==> config.mk <==
export PLATFORM = sky130hd
export DESIGN_NAME = iq_byte_packer
export DESIGN_NICKNAME = d
export VERILOG_FILES = /design/src/rtl/gnss_iq_pkg.sv /design/src/rtl/iq_sync_fifo.sv /design/src/rtl/iq_byte_packer.sv
export SDC_FILE = /design/constraint.sdc
export NUM_CORES = 1
export LEC_CHECK = 0
export CELL_PAD_IN_SITES_DETAIL_PLACEMENT = 0
export CELL_PAD_IN_SITES_GLOBAL_PLACEMENT = 1
export CORE_UTILIZATION = 47
export DETAILED_ROUTE_END_ITERATION = 10
export HOLD_SLACK_MARGIN = 0.1
export PLACE_DENSITY = 0.78
export SLEW_MARGIN = 10
export SYNTH_ARGS = -nofsm -noshare
export SYNTH_HDL_FRONTEND = slang
export SYNTH_SLANG_ARGS = --single-unit
==> constraint.sdc <==
create_clock -name clk -period 3.99 [get_ports clk]
set_clock_uncertainty 0.05 [all_clocks]
set_input_delay 0.798 -clock clk [delete_from_list [all_inputs] [get_ports clk]]
set_output_delay 0.798 -clock clk [all_outputs]
set_load 0.02 [all_outputs]
==> src/rtl/gnss_iq_pkg.sv <==
// Shared types for the GNSS IQ capture path: 2-bit sign/magnitude samples,
// the record byte encoding, and the packer/serializer state enums.
package gnss_iq_pkg;

    typedef struct packed {
        logic sign;
        logic mag;
    } iq_sample_t;

    // One front-end strobe worth of data; I sits in the upper bits.
    typedef struct packed {
        iq_sample_t i;
        iq_sample_t q;
    } iq_pair_t;

    typedef enum logic [1:0] {
        ST_IDLE,
        ST_CAPTURE,
        ST_DRAIN
    } packer_state_e;

    typedef enum logic {
        PH_I,
        PH_Q
    } ser_phase_e;

    function automatic logic [7:0] encode(input iq_sample_t s);
        return {6'b0, s.sign, s.mag};
    endfunction

endpackage

==> src/rtl/iq_sync_fifo.sv <==
// Single-clock FIFO with registered occupancy; full/empty derive from the
// count register so they reflect the state at the start of the cycle.
module iq_sync_fifo #(
    parameter  int unsigned WIDTH = 4,
    parameter  int unsigned DEPTH = 16,
    localparam int unsigned AW    = $clog2(DEPTH)
) (
    input  logic             clk,
    input  logic             rst,
    input  logic             push,
    input  logic [WIDTH-1:0] wdata,
    input  logic             pop,
    output logic [WIDTH-1:0] rdata,
    output logic             full,
    output logic             empty,
    output logic [AW:0]      count
);

    logic [WIDTH-1:0] mem [DEPTH];
    logic [AW-1:0]    wr_ptr;
    logic [AW-1:0]    rd_ptr;
    logic             do_push;
    logic             do_pop;

    assign full    = (count == (AW + 1)'(DEPTH));
    assign empty   = (count == '0);
    assign do_push = push && !full;
    assign do_pop  = pop && !empty;
    assign rdata   = mem[rd_ptr];

    // NOTE: sequential state is updated with non-blocking assignments so every
    // register samples its inputs from before the edge, independent of block order.
    always_ff @(posedge clk or negedge rst) begin
        if (!rst) begin
            wr_ptr <= '0;
            rd_ptr <= '0;
            count  <= '0;
        end else begin
            if (do_push) wr_ptr <= wr_ptr + AW'(1);
            if (do_pop)  rd_ptr <= rd_ptr + AW'(1);
            case ({do_push, do_pop})
                2'b10:   count <= count + (AW + 1)'(1);
                2'b01:   count <= count - (AW + 1)'(1);
                default: count <= count;
            endcase
        end
    end

    // NOTE: storage is deliberately not reset; the pointers and count define
    // which entries are valid, so flushing only needs the control registers.
    always_ff @(posedge clk) begin
        if (do_push) mem[wr_ptr] <= wdata;
    end

endmodule

==> src/rtl/iq_byte_packer.sv <==
// Captures len I/Q sample pairs from the front end into a FIFO and serializes
// them as I byte then Q byte per sample over a valid/ready byte stream.
module iq_byte_packer
    import gnss_iq_pkg::*;
#(
    parameter int unsigned DEPTH = 16,
    parameter int unsigned LEN_W = 24,
    parameter int unsigned CNT_W = 16
) (
    input  logic             clk,
    input  logic             rst,
    input  logic             start,
    input  logic [LEN_W-1:0] len,
    input  logic             in_valid,
    input  logic [1:0]       i_in,
    input  logic [1:0]       q_in,
    output logic [7:0]       out_data,
    output logic             out_valid,
    input  logic             out_ready,
    output logic             out_last,
    output logic             busy,
    output logic             done,
    output logic             overflow,
    output logic [CNT_W-1:0] drop_cnt
);

    packer_state_e          state, state_nxt;
    logic                   done_nxt;
    logic [LEN_W-1:0]       len_q;
    logic [LEN_W-1:0]       wr_cnt;
    logic [LEN_W-1:0]       rd_cnt;

    iq_pair_t               fifo_wdata;
    iq_pair_t               fifo_head;
    logic                   fifo_full;
    logic                   fifo_empty;
    logic [$clog2(DEPTH):0] fifo_count_unused;

    logic                   start_ok;
    logic                   accept;
    logic                   reject;
    logic                   last_push;
    logic                   hs;
    logic                   load;
    logic                   final_hs;

    ser_phase_e             phase;
    iq_sample_t             hold_q;
    logic                   hold_last;

    assign fifo_wdata = iq_pair_t'({i_in, q_in});
    assign start_ok   = (state == ST_IDLE) && start;
    assign accept     = (state == ST_CAPTURE) && in_valid && !fifo_full;
    assign reject     = (state == ST_CAPTURE) && in_valid && fifo_full;
    assign last_push  = accept && (wr_cnt == len_q - LEN_W'(1));

    // A Q handshake and the next pop share a cycle, so the stream has no bubble.
    assign hs       = out_valid && out_ready;
    assign load     = !fifo_empty && (!out_valid || (hs && phase == PH_Q));
    assign final_hs = hs && (phase == PH_Q) && out_last;
    assign busy     = (state != ST_IDLE);

    iq_sync_fifo #(
        .WIDTH ($bits(iq_pair_t)),
        .DEPTH (DEPTH)
    ) u_fifo (
        .clk   (clk),
        .rst   (rst),
        .push  (accept),
        .wdata (fifo_wdata),
        .pop   (load),
        .rdata (fifo_head),
        .full  (fifo_full),
        .empty (fifo_empty),
        .count (fifo_count_unused)
    );

    // NOTE: every output of a combinational block gets a default first, so no
    // path through the case statement can leave a latch behind.
    always_comb begin
        state_nxt = state;
        done_nxt  = 1'b0;
        case (state)
            ST_IDLE: begin
                if (start) begin
                    if (len != '0) state_nxt = ST_CAPTURE;
                    else           done_nxt  = 1'b1;
                end
            end
            ST_CAPTURE: begin
                if (last_push) state_nxt = ST_DRAIN;
            end
            ST_DRAIN: begin
                if (final_hs) begin
                    state_nxt = ST_IDLE;
                    done_nxt  = 1'b1;
                end
            end
            default: state_nxt = ST_IDLE;
        endcase
    end

    always_ff @(posedge clk or negedge rst) begin
        if (!rst) begin
            state    <= ST_IDLE;
            done     <= 1'b0;
            len_q    <= '0;
            wr_cnt   <= '0;
            overflow <= 1'b0;
            drop_cnt <= '0;
        end else begin
            state <= state_nxt;
            done  <= done_nxt;
            if (start_ok) begin
                len_q    <= len;
                wr_cnt   <= '0;
                overflow <= 1'b0;
                drop_cnt <= '0;
            end else begin
                if (accept) wr_cnt <= wr_cnt + LEN_W'(1);
                if (reject) begin
                    overflow <= 1'b1;
                    if (drop_cnt != '1) drop_cnt <= drop_cnt + CNT_W'(1);
                end
            end
        end
    end

    // Serializer: the holding register keeps the Q half while the I byte waits.
    always_ff @(posedge clk or negedge rst) begin
        if (!rst) begin
            phase     <= PH_I;
            hold_q    <= '0;
            hold_last <= 1'b0;
            rd_cnt    <= '0;
            out_data  <= '0;
            out_valid <= 1'b0;
            out_last  <= 1'b0;
        end else begin
            if (start_ok) rd_cnt <= '0;
            if (load) begin
                hold_q    <= fifo_head.q;
                hold_last <= (rd_cnt == len_q - LEN_W'(1));
                rd_cnt    <= rd_cnt + LEN_W'(1);
                out_data  <= encode(fifo_head.i);
                out_valid <= 1'b1;
                out_last  <= 1'b0;
                phase     <= PH_I;
            end else if (hs && phase == PH_I) begin
                out_data  <= encode(hold_q);
                out_last  <= hold_last;
                phase     <= PH_Q;
            end else if (hs) begin
                out_valid <= 1'b0;
                out_last  <= 1'b0;
                phase     <= PH_I;
            end
        end
    end

endmodule

==> impl_metrics.json <==
{
  "cts_tree": "yes",
  "cpMaxStageDelayCell": "or4_1",
  "initialDrtViolationCount": 377,
  "cpPeakStageDelay_ns": 0.60,
  "max_freq_mhz": 279.2,
  "critPathMostFrequentCell": "nand4_1",
  "synth-async-reset-ratio_pct": 63.84,
  "ir_drop_uv": 278.7,
  "wirelength_um": 22690,
  "fin_nets": 956,
  "grt_pass1_wl_um": 36500,
  "vias": 6688,
  "yosysWarnings": 0,
  "num_io_pins": 62,
  "track_usage_pct": 24.06,
  "final_antenna_net_count": 0,
  "path_buf_inv": 0,
  "status": "complete, no violations",
  "grt_max_degree": 68,
  "ys_seq_area_share_pct": 51.94,
  "placed_area_um2": 9925,
  "start_util_pct": 48.40,
  "synth_ff_type": "dfrtp_1",
  "fin_crit_sh_pct": 89.77,
  "ys_seq_elements": 177,
  "clk_latency_ns": 0.45,
  "yosysTopAreaCellShare_pct": 30.93,
  "slew_headroom_pct": 48.14,
  "layout_min_cycle_time_ns": 3.582,
  "cp.arrival_ns": 3.83,
  "die_w_um": 141.5,
  "overflow": 0,
  "netlist_instances": 865,
  "cts.repair.resized": 0,
  "clk_pin_slew_ns": 0.08,
  "final-setup-viol-count": 0,
  "htreeDepth": 4,
  "hold_viol": 0,
  "fill_cells": 1676,
  "ctsHoldBuffers": 0,
  "cp_top_family": "simple AND/OR/NAND/NOR gates",
  "netlist_area_um2": 9144,
  "crit_chain": "nor4_4, nand4_1, or4_1, xnor2_1, nor3_1, nand4_1, or4_4, o2bb2ai_1",
  "drv_slew": 0,
  "via_per_inst": 5.658,
  "p_total_mw": 3.786,
  "place_inst": 1150,
  "grt_pass1_vias": 6611,
  "io_buffers": 55,
  "end_kind": "register",
  "synth_cell_types": 66,
  "clock-sinks": 177,
  "synth_area_leaders": "dfrtp_1, edfxtp_1, nand2_1",
  "power.density_nw_per_um2": 358.3,
  "post-place-ws_ns": 0.4637,
  "finalSetupTns_ns": 0,
  "stdcell_area_um2": 10570,
  "drv_cap": 0,
  "synth_area_per_cell_um2": 10.57,
  "rows": 50,
  "setup_ws_ns": 0.4083,
  "area.growth.synth_to_final_pct": 15.56,
  "die-area_um2": 20020,
  "core_um2": 18890,
  "hold_class": "in2async",
  "cp.required_ns": 4.24,
  "routedWlPerCell_um": 19.20,
  "cp-start-kind": "register",
  "rsz0062_at_grt": "false",
  "tightest_slew_ns": 0.7760,
  "worstSetupPathType": "reg2reg",
  "final_layout_size_suffix_gt1_share_pct": 8.894,
  "drcViolationCount": 0,
  "cts_setup_buffers": 0,
  "total_leakage_power_nw": 4.322,
  "antenna_found_initial": 0,
  "synth_edf_count": 64,
  "cts_root_buf": "clkbuf_16",
  "clockBufferDepth": 2,
  "critical_path.max_fanout": 14,
  "numCtsBuffers": 17,
  "die_h_um": 141.5,
  "synth_largest_area_cell": "dfrtp_1",
  "post-dp-hpwl_um": 16400,
  "finalNonFillerCells": 1182,
  "place.gp.congestion": 0.8834,
  "dr.pass1.iters": 5,
  "diodes": 0
}
## logic make-up after synthesis
group                    after synthesis  share of synthesized area (%)
AND/OR/NAND/NOR                      373                          20.27
flip-flops                           177                          51.94
AO/OA/AOI/OAI                        108                          7.321
XOR/XNOR                              97                          9.291
buffers and inverters                 63                          2.887
multiplexers                          32                          6.253
adder cells (fa/ha/maj)               14                          1.998
other                                  1                        0.04101
## layout make-up
| class | instances | area, um^2 | share of cell area (%) |
|---|---|---|---|
| multi-input cells | 630 | 4150 | 39.28 |
| clock buffers | 17 | 425.4 | 4.026 |
| well taps | 260 | 325.3 | 3.079 |
| inverters | 19 | 71.32 | 0.6750 |
| repair buffers | 64 | 628.1 | 5.944 |
| flip-flops and latches | 177 | 4750 | 44.95 |
| clock inverters | 15 | 216.5 | 2.049 |
## flip-flops by register name, summed over array words and instances, names as in the netlist, 2 cells and up
signal and flops:
wr_cnt 24, state 2, u_fifo.count 5, hold_q 2, drop_cnt 16, len_q 24, u_fifo.mem 64, out_data 2
u_fifo.rd_ptr 4, u_fifo.wr_ptr 4, rd_cnt 24
## stage by stage
stage | hold WS, ns | utilization [%]
after CTS | 0.3552 | 55.93
final | 0.3283 | 55.93
after floorplan | 0.3904 | -
after global placement | 0.4143 | 52.53
after global routing | 0.3677 | 55.93
after detailed placement | 0.4168 | 52.53
## worst paths after layout
check / startpoint / end / slack, ns / cells after the start
max in group asynchronous: rst / drop_cnt[9] / 2.74 / 2
setup reg to reg: len_q[5] / state[0] / 0.41 / 8
hold / removal: rst / rd_cnt[16] / 0.33 / 1
setup / recovery: len_q[5] / state[0] / 0.41 / 8
min in group clk: hold_q[0] / hold_q[0] / 0.43 / 2
hold reg to reg: hold_q[0] / hold_q[0] / 0.43 / 2
## power by group
group          switching (mW)  total [mW]  internal, mW
clock network           0.917        1.81         0.888
logic                  0.0491      0.0820        0.0329
registers              0.0108        1.90          1.89
total                   0.977        3.79          2.81
## synthesized netlist by cell type, types with 3 or more instances
cell type / count
nor2_1: 79
or4_1: 3
xor2_1: 45
and3_1: 22
mux2i_1: 11
nor3_1: 13
o21ai_1: 5
buf_4: 6
mux4_2: 20
edfxtp_1: 64
a21oi_1: 15
nor3_2: 4
inv_1: 18
buf_2: 4
clkbuf_1: 31
buf_1: 3
and2_1: 11
xnor2_1: 52
dfrtp_1: 113
nor3b_1: 6
nor4_2: 3
nor4_1: 8
or4_4: 3
nand2_1: 135
a31oi_1: 10
nand2b_1: 3
o211ai_1: 5
nand4_1: 25
and4_1: 5
o21ai_0: 45
or3_1: 9
nand3_1: 34
ha_1: 13
## placed cells by master (no fill, tap or decap), types with 4 or more instances in the layout
cell | Yosys | final
o21ai_1 | 5 | 5
nor3_2 | 4 | 4
nand2_1 | 135 | 135
nor2_1 | 79 | 79
buf_4 | 6 | 9
inv_1 | 18 | 18
or3_1 | 9 | 9
dfrtp_1 | 113 | 113
and3_1 | 22 | 22
nand3_1 | 34 | 34
a31oi_1 | 10 | 10
o211ai_1 | 5 | 5
clkbuf_16 | 0 | 17
mux2i_1 | 11 | 11
nand4_1 | 25 | 25
xor2_1 | 45 | 45
a21oi_1 | 15 | 15
conb_1 | 1 | 6
xnor2_1 | 52 | 52
clkdlybuf4s50_1 | 0 | 54
o21ai_0 | 45 | 45
ha_1 | 13 | 13
nor3b_1 | 6 | 6
inv_12 | 0 | 8
nor4_1 | 8 | 8
and4_1 | 5 | 5
edfxtp_1 | 64 | 64
and2_1 | 11 | 10
nor3_1 | 13 | 13
mux4_2 | 20 | 20
## routing by layer
metal | vias to the layer above | GRT usage, % | part of all wire, %
met4 | 0 | 9.055 | 2.7
met1 | 3356 | 31.72 | 44
met2 | 137 | 39.92 | 50
met3 | 39 | 4.185 | 3.2
li1 | 3156 | - | -
met5 | - | 0 | 0
Power figures use the tool's default switching activity.
